===== src/rtl/mem_access_unit.sv =====
// Load/store initiator for the core's unified byte-addressed memory.
// Word-wide port; SB/SH use read-modify-write, sub-word loads are extended here.
module mem_access_unit #(
    parameter int MEM_BYTES = 256
) (
    input  logic        clk,
    input  logic        reset,
    input  logic        req,
    input  logic        we,
    input  logic [2:0]  funct3,
    input  logic [31:0] addr,
    input  logic [31:0] wdata,
    output logic        busy,
    output logic        done,
    output logic        err,
    output logic [31:0] rdata,
    output logic [31:0] address,
    output logic [31:0] writeData,
    output logic        memRead,
    output logic        memWrite,
    input  logic [31:0] memData
);

    // state | meaning
    // IDLE  | waiting for req
    // RD    | memRead issued; word captured on exit
    // WR    | memWrite issued with merged or full word
    // DONE  | completion pulse, err=0
    // ERR   | completion pulse, err=1, no memory traffic
    typedef enum logic [2:0] {IDLE, RD, WR, DONE, ERR} state_t;

    state_t      state, state_nx;
    logic        we_q;
    logic [2:0]  funct3_q;
    logic [31:0] addr_q, wdata_q, word_q, rdata_q;
    logic        illegal, misaligned, out_of_range;
    logic [7:0]  byte_sel;
    logic [15:0] half_sel;
    logic [31:0] load_ext, merged;

    assign illegal      = (funct3 == 3'b011) || (funct3[2:1] == 2'b11) || (funct3[2] && we);
    assign misaligned   = ((funct3[1:0] == 2'b01) && addr[0]) ||
                          ((funct3[1:0] == 2'b10) && (addr[1:0] != 2'b00));
    assign out_of_range = {addr[31:2], 2'b00} > 32'(MEM_BYTES - 4);

    always_comb begin
        state_nx = state;
        case (state)
            IDLE: if (req) begin
                if (illegal || misaligned || out_of_range) state_nx = ERR;
                else if (we && funct3 == 3'b010)           state_nx = WR;
                else                                       state_nx = RD;
            end
            RD:      state_nx = we_q ? WR : DONE;
            WR:      state_nx = DONE;
            DONE:    state_nx = IDLE;
            ERR:     state_nx = IDLE;
            default: state_nx = IDLE;
        endcase
    end

    // Load extraction works on the live memory word so rdata lands on the edge entering DONE.
    always_comb begin
        case (addr_q[1:0])
            2'd0:    byte_sel = memData[7:0];
            2'd1:    byte_sel = memData[15:8];
            2'd2:    byte_sel = memData[23:16];
            default: byte_sel = memData[31:24];
        endcase
        half_sel = addr_q[1] ? memData[31:16] : memData[15:0];
        case (funct3_q)
            3'b000:  load_ext = {{24{byte_sel[7]}}, byte_sel};
            3'b100:  load_ext = {24'd0, byte_sel};
            3'b001:  load_ext = {{16{half_sel[15]}}, half_sel};
            3'b101:  load_ext = {16'd0, half_sel};
            default: load_ext = memData;
        endcase
    end

    always_comb begin
        merged = word_q;
        case (funct3_q[1:0])
            2'b00:   merged[{addr_q[1:0], 3'b000} +: 8] = wdata_q[7:0];
            2'b01:   merged[{addr_q[1], 4'b0000} +: 16] = wdata_q[15:0];
            default: merged = wdata_q;
        endcase
    end

    always_ff @(posedge clk) begin
        if (reset) begin
            state    <= IDLE;
            we_q     <= 1'b0;
            funct3_q <= 3'd0;
            addr_q   <= 32'd0;
            wdata_q  <= 32'd0;
            word_q   <= 32'd0;
            rdata_q  <= 32'd0;
        end else begin
            state <= state_nx;
            if (state == IDLE && req) begin
                we_q     <= we;
                funct3_q <= funct3;
                addr_q   <= addr;
                wdata_q  <= wdata;
            end
            if (state == RD) begin
                word_q <= memData;
                if (!we_q) rdata_q <= load_ext;
            end
        end
    end

    assign busy      = (state != IDLE);
    assign done      = (state == DONE) || (state == ERR);
    assign err       = (state == ERR);
    assign memRead   = (state == RD);
    assign memWrite  = (state == WR);
    assign address   = {addr_q[31:2], 2'b00};
    assign writeData = merged;
    assign rdata     = rdata_q;

endmodule


===== config.mk =====
export PLATFORM = sky130hd
export DESIGN_NAME = mem_access_unit
export DESIGN_NICKNAME = d
export VERILOG_FILES = /design/src/rtl/mem_access_unit.sv
export SDC_FILE = /design/constraint.sdc
export NUM_CORES = 1
export LEC_CHECK = 0
export BUFFER_PORTS_ARGS = -buffer_cell sky130_fd_sc_hd__buf_4
export CAP_MARGIN = 25
export CORE_UTILIZATION = 30
export CTS_CLUSTER_DIAMETER = 150
export DETAILED_ROUTE_END_ITERATION = 6
export MAX_ROUTING_LAYER = met4
export SLEW_MARGIN = 20
export SYNTH_ARGS = -nofsm -noshare
export SYNTH_HDL_FRONTEND = slang
export SYNTH_SLANG_ARGS = --single-unit

===== constraint.sdc =====
create_clock -name clk -period 2.6 [get_ports clk]
set_input_delay 0.52 -clock clk [delete_from_list [all_inputs] [get_ports clk]]
set_output_delay 0.52 -clock clk [all_outputs]
set_load 0.05 [all_outputs]

Yosys cells after proc, flatten, opt, wreduce, memory -nomap -nowiden
Cells that the tools add are included.
W data, S select, Z words.
{"block": "totals", "register_bits": 135, "in_bits": 103, "output_inout_bits": 101, "word_cells": 60}
{"block": "classes", "n_addsub": 2, "magnitude_cmp": 1, "eq_ne": 16, "n_shift": 4, "mux": 11, "bitwise_logic": 1, "n_reduce_logical": 18}
{"op": "$pmux W32 S4", "n": 1}
{"op": "$bwmux W32", "n": 2}
{"op": "$pmux W32 S2", "n": 1}
{"op": "$gt A32 B8 Y1 const B", "n": 1}
{"op": "$shift A16 B7 Y32 const A", "n": 1}
{"op": "$shift A8 B7 Y32 const A", "n": 1}
{"op": "$shiftx A16 B7 Y32", "n": 1}
{"op": "$shiftx A8 B7 Y32", "n": 1}
{"op": "$pmux W8 S3", "n": 1}
{"op": "$mux W16", "n": 1}
{"op": "$neg A5 Y7", "n": 2}
{"op": "$eq A3 B2 Y1 const B", "n": 4}
{"op": "$eq A3 B3 Y1 const B", "n": 3}
{"op": "$pmux W3 S3", "n": 1}
{"op": "$eq A2 B1 Y1 const B", "n": 3}
{"op": "$eq A2 B2 Y1 const B", "n": 3}
{"op": "$eq A3 B1 Y1 const B", "n": 2}
{"op": "$logic_not A3 Y1", "n": 2}
{"op": "$logic_or A1 B1 Y1", "n": 6}
{"op": "$mux W3", "n": 2}
{"op": "$logic_and A1 B1 Y1", "n": 5}
{"op": "$logic_not A2 Y1", "n": 2}
{"op": "$reduce_bool A3 Y1", "n": 1}
{"op": "$mux W2", "n": 1}
{"op": "5 further kinds", "n": 5}

Depth between registers and ports, before layout
Gate-level depths: netlist (run 1).
{"block": "logic_depth", "depth_word": 8, "mapped_depth": 10, "depth_no_buf": 6}

Worst setup path after synthesis (run 1)
Ideal clock, no wire load.
{"block": "synth_timing", "path_kind": "reg-to-output", "start": "register addr_q[1]", "end": "output writeData[16]", "t_arrival_ns": 3.172, "path_slack_ns": -1.092, "stages_incl_launch_ff": 10, "path_buffers": 3, "path_cell_list": "dfxtp_1 -> buf_2 -> buf_2 -> inv_1 -> ha_1 -> buf_1 -> nand4bb_1 -> o21ai_1 -> a22oi_1 -> o21ai_0"}
{"block": "synth_via", "elab_chain_cells": 4, "word_cells_on_any_way": 9, "classes_between": "add/sub (2); shift (4); mux (3)"}
{"item": "start: declaration", "line": "35", "text": "logic [31:0] addr_q, wdata_q, word_q, rdata_q;"}
{"item": "start signal: assignment", "line": "103", "text": "addr_q <= addr;"}
{"item": "$neg A5 Y7 (on tied branches)", "line": "84, 83"}
{"item": "$shiftx A16 B7 Y32 (tied with other cells)", "line": "84", "text": "2'b01: merged[{addr_q[1], 4'b0000} +: 16] = wdata_q[15:0];"}
{"item": "$bwmux W32 (on tied branches)", "line": "84, 83"}
{"item": "$pmux W32 S2 (*)", "line": "82", "text": "case (funct3_q[1:0])"}
{"item": "end: declaration", "line": "18", "text": "output logic [31:0] writeData,"}
Mark *: on every way between the ends. The rest lies on a longest branch, timed or not.

Final worst setup path (run 1)
{"block": "layout_timing", "start": "register addr_q[1]", "end": "output writeData[26]"}
Same word-level chain as after synthesis.

==> tab_implementation.tex, run 1 <==
\begin{tabular}{lr}
\hline
Metric & Value \\
\hline
\multicolumn{2}{l}{\textbf{GRT}} \\
Antenna violations before repair & 0 \\
Largest net degree at the start of global routing & 99 \\
First-pass GRT wire length & 34.56 mm \\
Total global routing overflow & 0 \\
Number of global-route vias before repair & 6218 \\
Aggregate global-route resource usage & 21.24\% \\
\multicolumn{2}{l}{\textbf{Timing}} \\
Final hold viol count & 0 \\
Final critical-path share of the clock period & 99.04\% \\
Number of endpoints failing setup at the final stage & 0 \\
Max Transition Viols Final & 0 \\
Crit path setup slack, layout & 0.02491 ns \\
Pin slew with the least headroom to its limit & 0.7144 ns \\
Highest clock rate & 0.3883 GHz \\
Max-slew headroom & 52.37\% \\
Post-layout minimum cycle time & 2.575 ns \\
Clock Skews & 0.009468 ns \\
Unrepaired setup endpoints after global routing & yes \\
\multicolumn{2}{l}{\textbf{Hold path}} \\
Number of cells traversed by the worst hold path & 3 \\
Worst Hold Launch & wdata[23] \\
Class of the tightest hold or removal check & in2reg \\
\multicolumn{2}{l}{\textbf{Synth}} \\
Syn\_area\_per\_cell & 7.754 um2 \\
Post-synthesis async set-or-reset flop share & 0\% \\
Commonest register cell after synthesis & sky130\_fd\_sc\_hd\_\_dfxtp\_1 \\
Number of flip-flops and latches in the synthesized netlist & 135 \\
Number of synthesized flops with an enable pin & 0 \\
Top cells by instance count after synthesis & 252 x sky130\_fd\_sc\_hd\_\_nand2\_1, 135 x sky130\_fd\_sc\_hd\_\_dfxtp\_1, 130 x sky130\_fd\_sc\_hd\_\_a21oi\_1 \\
YS warnings & 0 \\
Share of the yosys chip area belonging to registers & 42.45\% \\
Netlist cell types & 48 \\
Post-synthesis instance total & 821 \\
Area fraction of the dominant cell type after synthesis & 42.45\% \\
Synthesized cell area & 6366 um2 \\
Most frequently used cell type in the post-synthesis netlist & sky130\_fd\_sc\_hd\_\_nand2\_1 \\
Post-synthesis cell type with the largest combined area & sky130\_fd\_sc\_hd\_\_dfxtp\_1 \\
Cells taking the most area after synthesis & sky130\_fd\_sc\_hd\_\_dfxtp\_1 42\%, sky130\_fd\_sc\_hd\_\_nand2\_1 15\%, sky130\_fd\_sc\_hd\_\_a21oi\_1 10\% \\
\multicolumn{2}{l}{\textbf{Setup path}} \\
Startpoint type of the worst setup path & register \\
Nature of the critical path endpoint & primary output \\
Path type of the worst setup path & reg2out \\
Start point of the critical path & addr\_q[1]\$\_SDFFE\_PP0P\_ \\
Number of cells traversed by the worst register-to-register path & 7 \\
Worst r2r src & addr\_q[1]\$\_SDFFE\_PP0P\_ \\
Largest fanout of any net on the critical path & 8 \\
CP required & 2.08 ns \\
CP Data Arrival Time & 2.06 ns \\
\multicolumn{2}{l}{\textbf{Finish}} \\
Fraction of final layout cells sized beyond drive strength 1 & 33.30\% \\
Area added between synthesis and finish & 42.79\% \\
\# nets final & 1088 \\
Final Cell Area & 9090 um2 \\
Antenna diodes & 0 \\
\multicolumn{2}{l}{\textbf{Die}} \\
DIE AREA & 21810 um2 \\
Die Wd & 147.7 um \\
Std cell rows & 52 \\
Core Region & 20490 um2 \\
I/O pin count & 204 \\
Initial cell density of the core & 31.06\% \\
Die Y-Extent & 147.7 um \\
\multicolumn{2}{l}{\textbf{Power and ir drop}} \\
Leakage & 3.584 nW \\
Power density of the placed cells & 630.7 nW/um2 \\
VDD IR max & 457.4 uV \\
\multicolumn{2}{l}{\textbf{Placement}} \\
Number of buffers added on ports & 201 \\
Instance area at placement & 8073 um2 \\
Post-detail-place hpwl & 16.47 mm \\
Routability-driven placement congestion ratio & 0.9344 \\
Worst slack, placed & -0.005507 ns \\
\multicolumn{2}{l}{\textbf{Status}} \\
Violated checks & design-rule violations \\
Status & complete, but fails checks \\
\multicolumn{2}{l}{\textbf{Drt}} \\
Average wire per standard cell & 17.85 um \\
Ratio of routed vias to standard cells & 5.140 \\
Iteration count of the initial detailed-routing pass & 7 \\
DRC violation count after routing & 5 \\
Total wire length & 22.51 mm \\
First-iteration detailed-routing DRC count & 511 \\
Via count & 6482 \\
Antenna viol nets, final & 0 \\
\multicolumn{2}{l}{\textbf{CTS}} \\
Total clock sinks & 135 \\
H-tree level count & 4 \\
CTS buffer count & 17 \\
Clock tree from TritonCTS & yes \\
Clock latency reported for the late side of the worst-skew pair & 0.42 ns \\
Maximum number of buffers from clock root to sink & 2 \\
Clock-pin slew on the worst setup and hold paths & 0.06 ns \\
Cell chosen for the clock root & sky130\_fd\_sc\_hd\_\_clkbuf\_16 \\
\multicolumn{2}{l}{\textbf{Job}} \\
Max\_cap viols & 0 \\
\hline
\end{tabular}
## worst max-delay path, stage by stage, from the launching register on
cell and delay [ns]:
sky130_fd_sc_hd__dfxtp_4 0.39, sky130_fd_sc_hd__inv_4 0.06, sky130_fd_sc_hd__ha_4 0.31, sky130_fd_sc_hd__nor4_4 0.04, sky130_fd_sc_hd__buf_6 0.13, sky130_fd_sc_hd__a221o_1 0.31, sky130_fd_sc_hd__a22o_4 0.25, sky130_fd_sc_hd__buf_8 0.15
## where the power goes
part / leakage [nW] / internal, mW / total [mW] / switching [mW]
registers: 1.10 / 2.13 / 2.20 / 0.0634
logic: 2.18 / 0.369 / 0.946 / 0.577
clock network: 0.303 / 1.66 / 2.59 / 0.933
## layout make-up
class                   instances  area, um2
flip-flops and latches        135       2713
inverters                       8      40.04
clock inverters                11      171.4
multi-input cells             587       3436
repair buffers                230       1936
fillers                      2084      11400
clock buffers                  20      456.7
well taps                     270      337.8
## flip-flops by register name (all words and copies together), names as in the netlist
signal	cells
addr_q	32
rdata	32
wdata_q	32
word_q	32
funct3_q	3
state	3
we_q	1
## layer usage
metal  wire (um)  share of wire (%)  track usage, %  vias up
met5           0                  0               -        -
met2       10580                 47           33.28      255
met3        1789                7.9           6.420       39
met1        9470                 42           25.48     3049
met4         669                3.0           8.247        0
li1            -                  -               -     3139
## path summary, 6_finish.rpt
kind / to / slack [ns]
hold / removal: wdata_q[23]$_SDFFE_PP0P_ / 0.34
setup reg to reg: rdata[27]$_SDFFE_PP0P_ / 0.22
setup / recovery: writeData[26] / 0.02
hold reg to reg: addr_q[2]$_SDFFE_PP0P_ / 0.45
## cell families (layout without fill, tap and decap cells)
group                      count (synthesis)  count (layout)  share of synthesized area (%)
and+or+nand+nor                          309             309                          20.52
AOI/OAI and AO/OA                        254             254                          24.84
DFF                                      135             135                          42.45
buffers and inverters                    100             269                          8.294
muxes                                     16              16                          2.653
adders and majority gates                  6               6                          1.179
other                                      1               2                        0.05891
## what timing repair did
| action | 4_1_cts | 5_1_grt |
|---|---|---|
| endpoints found under the hold margin | 0 | 0 |
| buffers inserted | 3 | 2 |
| cloned | 1 | 0 |
| setup endpoints to repair | 32 | 32 |
| resized for setup | 45 | 29 |
| hold buffers | 0 | 0 |
| pin swaps | 5 | 3 |
## metrics by stage
step                      hold WS [ns]  setup TNS [ns]  std cells  util (%)  power, mW
final                           0.3430               0       1261     44.35      5.733
after global routing            0.3356        -0.08631       1261     44.35      5.945
after CTS                       0.3278        -0.02014       1259     43.74      5.763
after detailed placement        0.4463       -0.005507       1224     39.39      3.121
after global placement          0.4419               0       1224     39.39      3.115
after floorplan                 0.4360        -0.05926        822         -      2.787
## placed cells by master, fill, tap and decap left out, types with 11 or more instances in the layout
cell	Yosys	final
sky130_fd_sc_hd__clkbuf_16	0	17
sky130_fd_sc_hd__o21ai_0	41	34
sky130_fd_sc_hd__nor2_1	11	11
sky130_fd_sc_hd__a21oi_1	130	130
sky130_fd_sc_hd__a22oi_1	24	16
sky130_fd_sc_hd__dfxtp_1	135	131
sky130_fd_sc_hd__buf_6	2	21
sky130_fd_sc_hd__buf_4	33	196
sky130_fd_sc_hd__nor3_1	14	14
sky130_fd_sc_hd__nand2_1	252	243
Power figures use the tool's default switching activity.
==> inputs of run 2 (changes only) <==
--- a/config.mk
+++ b/config.mk
@@ -11,6 +11,7 @@
 export CTS_CLUSTER_DIAMETER = 150
 export DETAILED_ROUTE_END_ITERATION = 6
 export MAX_ROUTING_LAYER = met4
+export PLACE_DENSITY = 0.56
 export SLEW_MARGIN = 20
 export SYNTH_ARGS = -nofsm -noshare
 export SYNTH_HDL_FRONTEND = slang
==> tab_implementation.tex, run 2 (synthesis results as in run 1) <==
\begin{tabular}{lr}
\hline
Metric & Value \\
\hline
\multicolumn{2}{l}{\textbf{Status}} \\
Status & complete, but fails checks \\
Violated checks & negative setup slack \\
\multicolumn{2}{l}{\textbf{Setup path}} \\
R2R Path End & rdata[30]\$\_SDFFE\_PP0P\_ \\
Critical Path Max Stage Delay & 0.37 ns (-0.02 ns) \\
CP required & 2.08 ns (about the same) \\
Top delay family on crit path & compound AO/OA/AOI/OAI gates \\
CP Data Arrival Time & 2.13 ns (+0.07 ns) \\
Reg-to-reg slack, setup & 0.34 ns (+0.12 ns) \\
Worst r2r src & addr\_q[0]\$\_SDFFE\_PP0P\_ \\
Nature of the critical path endpoint & primary output \\
Buffers and inverters on the worst path & 4 (+1) \\
Startpoint type of the worst setup path & register \\
Path type of the worst setup path & reg2out \\
Critical path's slowest cell & sky130\_fd\_sc\_hd\_\_a221o\_1 \\
Cell chain of the critical path & buf\_6 > ha\_2 > inv\_2 > nor4\_4 > buf\_6 > a221o\_1 > a22o\_4 > buf\_8 \\
Crit-path most repeated cell & sky130\_fd\_sc\_hd\_\_buf\_6 \\
Largest fanout of any net on the critical path & 8 (unchanged) \\
Number of cells traversed by the worst register-to-register path & 8 (+1) \\
\multicolumn{2}{l}{\textbf{CTS}} \\
Cell chosen for the clock root & sky130\_fd\_sc\_hd\_\_clkbuf\_16 \\
CTS buffer count & 17 (unchanged) \\
H-tree level count & 4 (unchanged) \\
Clock-pin slew on the worst setup and hold paths & 0.06 ns (about the same) \\
Clock tree from TritonCTS & yes \\
Total clock sinks & 135 (unchanged) \\
Clock latency reported for the late side of the worst-skew pair & 0.42 ns (about the same) \\
Maximum number of buffers from clock root to sink & 2 (unchanged) \\
\multicolumn{2}{l}{\textbf{Timing}} \\
Pin slew with the least headroom to its limit & 0.7667 ns (+0.05230 ns) \\
Max Transition Viols Final & 0 (unchanged) \\
Post-layout minimum cycle time & 2.649 ns (+0.07349 ns) \\
Crit path setup slack, layout & -0.04858 ns (-0.07349 ns) \\
Final critical-path share of the clock period & 101.9\% (+2.8 points) \\
Highest clock rate & 0.3776 GHz (-2.8\%) \\
Max-slew headroom & 48.88\% (-3.5 points) \\
Final hold viol count & 0 (unchanged) \\
Number of endpoints failing setup at the final stage & 1 (+1) \\
Clock Skews & 0.005933 ns (-0.003535 ns) \\
Unrepaired setup endpoints after global routing & yes \\
\multicolumn{2}{l}{\textbf{Power and ir drop}} \\
VDD IR max & 494.6 uV (+8.1\%) \\
Power density of the placed cells & 622.6 nW/um2 (-1.3\%) \\
Flop pwr share & 39.1\% (+0.8 points) \\
Leakage & 3.573 nW (-0.30\%) \\
Fraction of power spent switching nets & 28.47\% (+1.0 points) \\
Internal Pwr Total & 4.029 mW (-3.1\%) \\
Part of the power in the clock network & 44.2\% (-0.9 points) \\
Proportion of power drawn by combinational gates & 16.7\% (+0.2 points) \\
Total power & 5.633 mW (-1.7\%) \\
Sw power & 1.604 mW (+1.9\%) \\
\multicolumn{2}{l}{\textbf{Finish}} \\
Final Cell Area & 9047 um2 (-0.47\%) \\
Area added between synthesis and finish & 42.12\% \\
Fraction of final layout cells sized beyond drive strength 1 & 33.43\% (+0.13 points) \\
Highest-count cells in the layout ignoring fill and taps & 242 x sky130\_fd\_sc\_hd\_\_nand2\_1, 203 x sky130\_fd\_sc\_hd\_\_buf\_4, 131 x sky130\_fd\_sc\_hd\_\_dfxtp\_1 \\
\# nets final & 1092 (+0.37\%) \\
Register cell area after layout & 2713 um2 (unchanged) \\
Most common cell after layout, fill and taps aside & sky130\_fd\_sc\_hd\_\_nand2\_1 \\
Layout fillers & 2124 (+1.9\%) \\
Non-filler instance count after layout & 1266 (+0.40\%) \\
Antenna diodes & 0 (unchanged) \\
Multi-input gate area & 3433 um2 (about the same) \\
Final Util & 44.15\% (-0.21 points) \\
\multicolumn{2}{l}{\textbf{Drt}} \\
Antenna viol nets, final & 0 (unchanged) \\
Via count & 6401 (-1.2\%) \\
Ratio of routed vias to standard cells & 5.056 (-1.6\%) \\
DRC violation count after routing & 0 (-5) \\
Average wire per standard cell & 18.06 um (+1.2\%) \\
First-iteration detailed-routing DRC count & 381 (-25\%) \\
Iteration count of the initial detailed-routing pass & 6 (-1) \\
Total wire length & 22.86 mm (+1.6\%) \\
\multicolumn{2}{l}{\textbf{GRT}} \\
Number of global-route vias before repair & 6067 (-2.4\%) \\
First-pass GRT wire length & 34.38 mm (-0.52\%) \\
Antenna violations before repair & 0 (unchanged) \\
Aggregate global-route resource usage & 21.24\% (about the same) \\
Largest net degree at the start of global routing & 69 (-30\%) \\
Total global routing overflow & 0 (unchanged) \\
\multicolumn{2}{l}{\textbf{Die}} \\
I/O pin count & 204 (unchanged) \\
Die Wd & 147.7 um (unchanged) \\
Std cell rows & 52 (unchanged) \\
DIE AREA & 21810 um2 (unchanged) \\
Initial cell density of the core & 31.06\% (unchanged) \\
Die Y-Extent & 147.7 um (unchanged) \\
Core Region & 20490 um2 (unchanged) \\
\multicolumn{2}{l}{\textbf{Placement}} \\
Placed Cells incl. Taps & 1228 (+0.33\%) \\
Worst slack, placed & -0.01814 ns (-0.01263 ns) \\
Instance area at placement & 8090 um2 (+0.22\%) \\
Number of buffers added on ports & 201 (unchanged) \\
Post-detail-place hpwl & 16.45 mm (-0.12\%) \\
Routability-driven placement congestion ratio & 0.8822 (-5.6\%) \\
\multicolumn{2}{l}{\textbf{Job}} \\
Max\_cap viols & 0 (unchanged) \\
\multicolumn{2}{l}{\textbf{Hold path}} \\
Number of cells traversed by the worst hold path & 3 (unchanged) \\
Worst Hold Launch & addr[5] \\
Worst Hold Endpoint & addr\_q[5]\$\_SDFFE\_PP0P\_ \\
Class of the tightest hold or removal check & in2reg \\
\hline
\end{tabular}
-- run 2: cell types whose count changed in the layout (fill, tap and decap cells not counted), sizes merged --
cell / delta
bufinv: -1
buf: +5
bufbuf: -1
inv: -2
clkinvlp: +2
clkinv: +2
-- run 2: repair_timing --
item	4_1_cts	5_1_grt
pin swaps	5	9
buffers inserted	2	4
gates resized for setup	52	19
setup endpoints to repair	32	32
hold buffers	0	0
-- run 2: metal layers --
layer | vias to the layer above | routed length, um | GRT usage (%)
met5 | - | 0 | -
met4 | 0 | 321 | 5.825
met3 | 23 | 1389 | 5.525
met2 | 211 | 10750 | 33.40
met1 | 3017 | 10400 | 26.82
li1 | 3150 | - | -
-- run 2: cell type report --
type / instances / area share [%]
Clock buffer: 20 / 4.937
Inverter: 8 / 0.4702
Timing Repair Buffer: 234 / 21.24
Clock inverter: 12 / 1.687
Sequential cell: 135 / 29.98
Multi-Input combinational cell: 587 / 37.95
Tap cell: 270 / 3.734
-- run 2: worst max path at each step --
stage,from,endpoint,slack (ns),depth (start not counted)
6_report,addr_q[0]$_SDFFE_PP0P_,writeData[25],-0.05,8
3_3_place_gp,addr_q[0]$_SDFFE_PP0P_,writeData[26],-0.04,6
4_1_cts,addr_q[1]$_SDFFE_PP0P_,writeData[26],-0.03,7
3_5_place_dp,addr_q[0]$_SDFFE_PP0P_,writeData[25],-0.02,6
5_1_grt,addr_q[0]$_SDFFE_PP0P_,writeData[25],-0.09,8
2_1_floorplan,addr_q[1]$_SDFFE_PP0P_,writeData[16],-0.03,9
-- run 2: per-stage QoR --
stage	setup TNS (ns)	hold WS, ns
detailed placement	-0.03521	0.4466
global placement	-0.07044	0.4425
global route	-0.5836	0.3317
floorplan	-0.05926	0.4360
finish	-0.04858	0.3369
CTS	-0.1381	0.3235
-- run 2: power groups by stage --
| stage | logic (mW) | registers, mW | clock network (mW) |
|---|---|---|---|
| 6_report | 0.941 | 2.20 | 2.49 |
| 5_1_grt | 1.00 | 2.21 | 2.64 |
| 3_3_place_gp | 0.882 | 2.24 | 0 |
| 4_1_cts | 0.922 | 2.20 | 2.54 |
| 2_1_floorplan | 0.573 | 2.21 | 0 |
| 3_5_place_dp | 0.882 | 2.24 | 0 |
-- run 2: worst reg2reg max path, delay by kind of cell, from the launching register on --
kind,cells,cell delay [ns]
AO/OA/AOI/OAI,4,1.24
adder cells (fa/ha/maj),1,0.17
buffers and inverters,3,0.32
flip-flops,1,0.38
